### src/rtl/spi_master.sv
// SPI mode-0 initiator. Each start request sends one 16-bit frame {addr, rw, data}, MSB first.
// On a read, the last 8 bits are taken from miso through a 2-flop synchronizer.
module spi_master #(
  parameter int CLKDIV = 8
) (
  input  logic       clk,
  input  logic       reset_n,
  input  logic       start,
  input  logic       rw,
  input  logic [6:0] addr,
  input  logic [7:0] wdata,
  output logic [7:0] rdata,
  output logic       busy,
  output logic       done,
  output logic       sclk,
  output logic       cs_n,
  output logic       mosi,
  input  logic       miso,
  output logic [2:0] dbg_state
);
  localparam int DW = $clog2(CLKDIV);
  localparam logic [DW-1:0] DIV_LAST = DW'(CLKDIV - 1);

  typedef enum logic [2:0] {
    IDLE  = 3'd0,
    SETUP = 3'd1,
    SHIFT = 3'd2,
    HOLD  = 3'd3,
    GAP   = 3'd4
  } state_t;

  state_t        state, state_d;
  logic [DW-1:0] div;
  logic          div_wrap;
  logic [4:0]    bit_idx;
  logic [14:0]   tx_sr;
  logic [7:0]    rx_sr;
  logic          rw_q;
  logic          miso_m, miso_s;

  assign div_wrap  = (div == DIV_LAST);
  assign dbg_state = state;

  // Handshake: start is a level sampled only in IDLE (including the done cycle);
  // busy covers accept up to, but not including, the single-cycle done pulse.
  always_comb begin
    state_d = state;
    case (state)
      IDLE:    if (start) state_d = SETUP;
      SETUP:   if (div_wrap) state_d = SHIFT;
      SHIFT:   if (div_wrap && !sclk && bit_idx == 5'd16) state_d = HOLD;
      HOLD:    if (div_wrap) state_d = GAP;
      GAP:     if (div_wrap) state_d = IDLE;
      default: state_d = IDLE;
    endcase
  end

  always_ff @(posedge clk or negedge reset_n) begin
    if (!reset_n) state <= IDLE;
    else          state <= state_d;
  end

  always_ff @(posedge clk or negedge reset_n) begin
    if (!reset_n) begin
      miso_m <= 1'b0;
      miso_s <= 1'b0;
    end else begin
      miso_m <= miso;
      miso_s <= miso_m;
    end
  end

  always_ff @(posedge clk or negedge reset_n) begin
    if (!reset_n) begin
      div     <= '0;
      bit_idx <= '0;
      tx_sr   <= '0;
      rx_sr   <= '0;
      rw_q    <= 1'b0;
      rdata   <= '0;
      busy    <= 1'b0;
      done    <= 1'b0;
      sclk    <= 1'b0;
      cs_n    <= 1'b1;
      mosi    <= 1'b0;
    end else begin
      done <= 1'b0;
      if (state == IDLE) div <= '0;
      else               div <= div_wrap ? '0 : div + 1'b1;
      case (state)
        IDLE: begin
          if (start) begin
            rw_q    <= rw;
            tx_sr   <= {addr[5:0], rw, (rw ? 8'h00 : wdata)};
            mosi    <= addr[6];
            cs_n    <= 1'b0;
            busy    <= 1'b1;
            sclk    <= 1'b0;
            bit_idx <= '0;
          end
        end
        SETUP: if (div_wrap) sclk <= 1'b1;
        SHIFT: begin
          if (div_wrap) begin
            if (sclk) begin
              // Falling edge: the vacated bits shift in as zero, so mosi is 0 after the 16th fall.
              sclk    <= 1'b0;
              bit_idx <= bit_idx + 1'b1;
              mosi    <= tx_sr[14];
              tx_sr   <= {tx_sr[13:0], 1'b0};
            end else if (bit_idx == 5'd16) begin
              mosi <= 1'b0;
            end else begin
              sclk <= 1'b1;
              if (rw_q && bit_idx >= 5'd8) rx_sr <= {rx_sr[6:0], miso_s};
            end
          end
        end
        HOLD: if (div_wrap) cs_n <= 1'b1;
        GAP: begin
          if (div_wrap) begin
            done <= 1'b1;
            busy <= 1'b0;
            if (rw_q) rdata <= rx_sr;
          end
        end
        default: ;
      endcase
    end
  end
endmodule

### config.mk
export PLATFORM = sky130hd
export DESIGN_NAME = spi_master
export DESIGN_NICKNAME = d
export VERILOG_FILES = /design/src/rtl/spi_master.sv
export SDC_FILE = /design/constraint.sdc
export NUM_CORES = 1
export LEC_CHECK = 0
export CAP_MARGIN = 10
export CORE_UTILIZATION = 43
export DETAILED_ROUTE_END_ITERATION = 12
export PLACE_DENSITY = 0.66
export SYNTH_ARGS = -nofsm -noshare
export SYNTH_HDL_FRONTEND = slang
export SYNTH_SLANG_ARGS = --single-unit
### constraint.sdc
create_clock -name clk -period 5 [get_ports clk]
set_input_delay 1 -clock clk [delete_from_list [all_inputs] [get_ports clk]]
set_output_delay 1 -clock clk [all_outputs]
set_load 0.02 [all_outputs]
# == Word level (Yosys, flattened, before mapping) ==
# Cells that the tools add are included.
# totals
ff_bits,50
input_bits,20
elab_cells,85
# op_classes
addsub,2
n_lt_le_gt_ge,1
n_eq_ne,14
n_mux,34
bitwise,2
reduce_logical,18
# ops
cell,count
$mux W15,3
$pmux W15 S2,1
$mux W3,7
$mux W5,3
$pmux W3 S5,1
$ne A2 B2 Y1 const B,7
$mux W1,13
$reduce_and A4 Y1,3
$pmux W5 S2,1
$reduce_and A5 Y1,2
$reduce_and A3 Y1,3
$mux W8,1
$eq A3 B2 Y1 const B,2
$eq A3 B3 Y1 const B,2
$pmux W1 S2,3
$reduce_bool A2 Y1,3
$add A5 B1 Y5 const B,1
$eq A5 B5 Y1 const B,1
$ge A5 B4 Y1 const B,1
$add A3 B1 Y3 const B,1
$eq A3 B1 Y1 const B,1
$logic_and A1 B1 Y1,3
$logic_not A3 Y1,1
$ne A3 B3 Y1 const B,1
5 further kinds,6

# == Logic depth before layout (Yosys ltp) ==
# logic_depth
word_depth,5
mapped_depth,7
ltp_nobuf,6

# == Worst setup path before layout ==
# OpenSTA, ideal clock, no wires.
# synth_path
path_kind,in2reg
from,input port start
to,register tx_sr[10]
setup_time_ns,0.077
arrival_ns,1.908
t_required_ns,4.923
setup_slack_ns,3.014
path_stages,5
cell_sequence,nand2b_1 -> a211oi_2 -> clkbuf_1 -> nor2_1 -> a21oi_1
# synth_between
elab_chain_len,2
# synth_rtl
item,line,text
start: declaration,8,"input logic start,"
$ne A2 B2 Y1 (no source line),n/a,
$reduce_and A4 Y1 (no source line),n/a,
end signal: assignment,94,"tx_sr <= {addr[5:0], rw, (rw ? 8'h00 : wdata)};"
end signal: assignment,110,"tx_sr <= {tx_sr[13:0], 1'b0};"
end: declaration,36,logic [14:0] tx_sr;
# Every way passes these cells.
# A chain may end at the register's enable or synchronous reset.

# == Worst setup path in the final report ==
# layout_path
from,input port start
to,register tx_sr[0]
# Same word-level chain as after synthesis.

==> flow_metrics.tcl <==
set metrics [dict create \
    outcome "completed" \
    worstPathRequired_ns 5.19 \
    crit_end "tx_sr[0]$_DFFE_PN0P_" \
    cp_data_arrival_time_ns 2.94 \
    die_y_um 74.15 \
    clk_latency_ns 0.30 \
    core_sq_um 4880 \
    hp-class "reg2reg" \
    drc_errors 0 \
    grt_first_pass_wirelength_um 6575 \
    synth_area_per_cell_sq_um 11.25 \
    endpoint_kind "register" \
    nFillCells 445 \
    vias_per_cell 5.109 \
    drt-pass1-iter-count 4 \
    ant_nets 0 \
    cts.reportedPaths.clkPinSlew_ns 0.09 \
    syn_inst 199 \
    wl_um 3890 \
    wl_met3_um 177 \
    grt_overflow_total 0 \
    fmax_mhz 364.2 \
    r2r_slack_ns 2.51 \
    worst-setup-path-type "in2reg" \
    cts_resized 0 \
    syn2layout_area_growth_pct 23.64 \
    die_w_um 74.15 \
    hp-start "miso_m$_DFF_PN0_" \
    cts_tree "built" \
    drt_iter0_markers 86 \
    met1Wirelength_um 1997 \
    nNetsFinal 258 \
    ys_seq_elements 50 \
    cts_sinks 50 \
    syn_area_sq_um 2238 \
    met2_length_um 1673 \
    worst_pin_slew_ns 0.6470 \
    ctsLongestPathBuffers 2 \
    rr_startpoint "div[0]$_DFF_PN0_" \
    setup_viol 0 \
    detail_route.wl_per_cell_um 12.88 \
    finClkSkew_ns 0.006683 \
    final_max_slew_viol_count 0 \
    ir_worst_vdd_mv 0.1946 \
    p_leak_nw 1.167 \
    clock-root-buffer "clkbuf_8" \
    worstRegToRegCells 6 \
    drive_above_1_share_pct 15.32 \
    top_layer_used "met4" \
    dp.final_hpwl_um 2526 \
    dieArea_sq_um 5498 \
    power.density_nw_per_um2 442.5 \
    fin_crit_ns 2.746 \
    grt_pass1_vias 1422 \
    drv_cap 0 \
    yosysUniqueCellTypes 31 \
    finalCritPeriodShare_pct 54.91 \
    grt_start_max_net_pins 51 \
    rr_endpoint "tx_sr[0]$_DFFE_PN0P_" \
    rsz0062_at_grt "no" \
    power.total_mw 1.225 \
    yosysWarnings 0 \
    start_util_pct 45.87 \
    setup_tns_ns 0 \
    ys_top_cells_by_area "dfrtp_1 55%, mux2_2 9.1%, a21oi_1 5.1%" \
    num_rows 25 \
    io_pins 36 \
    synth_area_leader_cell "dfrtp_1" \
    diodes 0 \
    cts_setup_buffers 0 \
    gp_congestion 0.7567 \
    ctsHoldBuffers 0 \
    synth_top_area_share_pct 54.78 \
    crit_start "start" \
    synth_seq_area_share_pct 55.95 \
    path_max_fanout 22 \
    hold_viol_final 0 \
    critPathLaunchType "input pin" \
    vias 1543 \
    antenna_found_initial 0 \
    relSlewSlack_pct 56.28 \
    gr-usage-all-layers_pct 16.12 \
    cts_inserted_buffers 5 \
    synth.net_count 223 \
    cts_max_level 2 \
    port_buffers 35 \
]
## layout make-up
| type | count | area (sq um) | area share [%] |
|---|---|---|---|
| multi-input cells | 136 | 943.4 | 34.09 |
| clock buffers | 5 | 68.82 | 2.486 |
| inverters | 3 | 11.26 | 0.4069 |
| repair buffers | 38 | 367.9 | 13.29 |
| flip-flops and latches | 50 | 1252 | 45.25 |
| clock inverters | 3 | 40.04 | 1.447 |
| well taps | 67 | 83.83 | 3.029 |
## worst min path at each step
stage          cells after the start                to
5_1_grt                            0  miso_s$_DFF_PN0_
4_1_cts                            0  miso_s$_DFF_PN0_
3_5_place_dp                       0  miso_s$_DFF_PN0_
3_3_place_gp                       0  miso_s$_DFF_PN0_
2_1_floorplan                      0  miso_s$_DFF_PN0_
6_report                           0  miso_s$_DFF_PN0_
## critical path: stages
cell	delay [ns]
clkdlybuf4s50_1	0.53
nand2b_1	0.14
a211oi_4	0.56
buf_4	0.35
mux2_2	0.35
## sequential cells by signal, summed over array words and instances (netlist names), 3 cells and up
signal,flops
tx_sr,15
rdata,8
rx_sr,8
bit_idx,5
dbg_state,3
div,3
## cells in the final DEF, fill, tap and decap left out, types with 5 or more instances in the layout
cell type / instances
a21oi_1: 23
clkbuf_8: 5
clkdlybuf4s50_1: 34
dfrtp_1: 49
mux2_2: 18
mux2i_1: 7
nand2_1: 12
nand3_1: 5
nor2_1: 20
nor2b_1: 5
nor3b_1: 9
o21ai_0: 10
## Yosys cell counts, drive strengths merged
cell type and n:
o21ai 10, clkbuf 9, mux2 18, inv 3, a31oi 3, a21oi 23
a22o 1, and3 1, nor2b 5, nor2 21, nand2b 1, nor4bb 2
mux2i 7, xnor2 1, a41oi 2, nor3 2, nand2 12, a211oi 3
buf 1, and2 1, nand3 5, dfstp 1, o2bb2ai 1, dfrtp 49
ha 4, a211o 1, nor3b 12
## kinds of logic (layout without fill, tap and decap cells)
family / Yosys count / count (layout) / share of synthesized area [%]
buffers and inverters: 13 / 49 / 2.236
XOR/XNOR: 1 / 1 / 0.3914
AND/OR/NAND/NOR: 62 / 62 / 15.60
flip-flops: 50 / 50 / 55.95
AO/OA/AOI/OAI: 44 / 44 / 11.40
adder cells (fa/ha/maj): 4 / 4 / 2.236
multiplexers: 25 / 25 / 12.19
## power by group
part / switching [mW] / internal (mW)
logic: 0.177 / 0.167
registers: 0.0912 / 0.514
clock network: 0.128 / 0.147
total: 0.396 / 0.829
## through the flow
| stage | utilization (%) | setup slack, ns | std cells | cell area [sq um] | hold WS [ns] |
|---|---|---|---|---|---|
| floorplan | - | 3.014 | 199 | 2238 | 0.3312 |
| global placement | 54.49 | 1.995 | 294 | 2659 | 0.3350 |
| detailed placement | 54.49 | 1.961 | 294 | 2659 | 0.3347 |
| CTS | 56.72 | 2.280 | 302 | 2768 | 0.3564 |
| global route | 56.72 | 2.155 | 302 | 2768 | 0.3595 |
| finish | 56.72 | 2.254 | 302 | 2768 | 0.3549 |
## metal layers
layer / up-vias / global-route usage (%)
met4: 0 / 6.410
met2: 38 / 23.54
met1: 732 / 22.26
met3: 4 / 5.285
li1: 769 / -
met5: - / 0
(Power assumes the default switching activity.)
==> variant (same flow settings) <==
The parameter `CLKDIV` goes from 8 to 16.
--- a/src/rtl/spi_master.sv
+++ b/src/rtl/spi_master.sv
@@ -2,5 +2,5 @@
 // On a read, the last 8 bits are taken from miso through a 2-flop synchronizer.
 module spi_master #(
-  parameter int CLKDIV = 8
+  parameter int CLKDIV = 16
 ) (
   input  logic       clk,
Behaviour: not the same (Yosys sat finds a counterexample within 10 cycles, from zero or initial values and one cycle with reset_n low).
==> variant against the original RTL <==
  * Utilization is 2.6 points lower
  * Power is 0.56% lower
  * Global-route usage increased by 0.99 points
  * Sequential cell count rose by 1
  * Count of clock-buffer cells in the layout is the same
  * Area after synthesis rose by 0.95%
  * Combinational power up 6.7%
  * Cell area is 0.86% lower
  * Critical path depth down 3
  * Wire length grew 2.0%
  * Via count is 1.2% higher
  * Setup slack better by 0.073 ns
  * Critical endpoint is now dbg_state[1]
  * Largest cell class unchanged
  * Largest power group unchanged
==> variant: results (changes against the original RTL) <==
- Status: complete, no violations (unchanged)
- Leak Pwr: 1.215 nW (was 1.167 nW)
- Final net count: 257 (was 258)
- Clock Skews: 0.009804 ns (was 0.006683 ns)
- 1st-iter DRT viols: 110 (was 86)
- Psw: 0.4315 mW (was 0.3961 mW)
- Reg-to-reg endpoint: bit_idx[3]$_DFFE_PN0P_ (was tx_sr[0]$_DFFE_PN0P_)
- Synth top cells by count: 50 x dfrtp_1, 25 x nand2_1, 25 x o21ai_0 (was 49 x dfrtp_1, 23 x a21oi_1, 20 x nor2_1)
- Vias in the first global route: 1,509 (was 1,422)
- Max VDD drop: 0.2201 mV (was 0.1946 mV)
- Filler Cell Count: 478 (was 445)
- Worst reg2reg setup slack: 2.97 ns (was 2.51 ns)
- Post-CTS Resized: 0 (unchanged)
- Adder-cell area share of the yosys netlist: 1.661% (was 2.236%)
- Fraction of layout instances using a drive strength above 1: 14.47% (was 15.32%)
- Final HPWL DP: 2711 um (was 2526 um)
- Cells after synthesis: 200 (was 199)
- Crit Path Max Fanout: 31 (was 22)
- Post-synthesis compound-gate area fraction: 11.79% (was 11.40%)
- Post-synthesis mux area share: 11.57% (was 12.19%)
- Slew Limit Headroom: 57.08% (was 56.28%)
- Synthesis Warnings: 0 (unchanged)
- Distinct cell type count after synthesis: 37 (was 31)
- Critical Path Source: dbg_state[1]$_DFFE_PN0P_ (was start)
- Worst-Skew Late Latency: 0.31 ns
- Largest net degree at the start of global routing: 52 (was 51)
- Synth top area cells: dfrtp_1 55%, mux2_2 8.5%, o21ai_0 5.5% (was dfrtp_1 55%, mux2_2 9.1%, a21oi_1 5.1%)
- Xor/xnor share of the synthesized area: 0.7752% (was 0.3913%)
- Buffers on Ports: 35 (unchanged)
- Drt via density: 5.121 (was 5.109)
- WP data arrival: 1.67 ns (was 2.94 ns)
- Residual DRC: 0 (unchanged)
- First-pass GRT wire length: 6975 um (was 6575 um)
- Seq/Total Area, Yosys: 56.53% (was 55.95%)
- Post-Layout Cell Count: 305 (was 302)
- Tot GR Track Use: 17.11% (was 16.12%)
- Placed instance count: 297 (was 294)
- Postcts setup bufs: 0 (unchanged)
- Avg WL per Cell: 13.00 um (was 12.88 um)
- Worst setup endpoint: dbg_state[1] (was tx_sr[0]$_DFFE_PN0P_)
- RD Place Congestion: 0.7584 (was 0.7567)
==> variant: cell families (layout without fill, tap and decap cells) <==
logic type               after synthesis  after routing
adder cells (fa/ha/maj)                3              3
flip-flops                            51             51
XOR/XNOR                               2              2
buffers and inverters                 16             51
AND/OR/NAND/NOR                       60             60
AO/OA/AOI/OAI                         44             44
multiplexers                          24             24
==> variant: per-stage QoR <==
step	power, mW	area (um^2)	worst slack [ns]
after floorplan	0.8759	2260	2.955
after global placement	0.9765	2650	2.237
after detailed placement	0.9912	2650	2.190
after CTS	1.236	2744	2.310
after global routing	1.315	2744	2.242
final	1.218	2744	2.328
==> variant: critical path: stages (launching register included) <==
cell and delay (ns):
dfrtp_1 0.34, buf_4 0.34, clkdlybuf4s50_1 0.68
==> variant: worst min-delay path by stage <==
stage                          start                to  slack, ns
floorplan           miso_m$_DFF_PN0_  miso_s$_DFF_PN0_       0.33
detailed placement  miso_m$_DFF_PN0_  miso_s$_DFF_PN0_       0.34
global route        miso_m$_DFF_PN0_  miso_s$_DFF_PN0_       0.36
global placement    miso_m$_DFF_PN0_  miso_s$_DFF_PN0_       0.34
finish              miso_m$_DFF_PN0_  miso_s$_DFF_PN0_       0.35
CTS                 miso_m$_DFF_PN0_  miso_s$_DFF_PN0_       0.35
==> variant: power by group through the flow <==
stage               combinational [mW]  clock (mW)  sequential, mW
floorplan                        0.268           0           0.608
global placement                 0.362           0           0.614
detailed placement               0.373           0           0.618
CTS                              0.374       0.253           0.610
global route                     0.418       0.268           0.629
finish                           0.367       0.243           0.609
==> variant: layout make-up <==
| cell class | count | share of cell area, % |
|---|---|---|
| Clock buffer | 5 | 2.508 |
| Tap cell | 70 | 3.192 |
| Multi-Input combinational cell | 133 | 32.74 |
| Sequential cell | 51 | 46.56 |
| Timing Repair Buffer | 38 | 13.41 |
| Clock inverter | 3 | 0.9120 |
| Inverter | 5 | 0.6840 |
==> variant: routing by layer <==
metal  global-route usage, %  vias up  part of all wire (%)
li1                        -      767                     -
met1                   21.53      761                    44
met2                   27.83       29                    51
met3                   5.285        5                   3.7
met4                   6.289        0                   1.6
met5                       0        -                     0
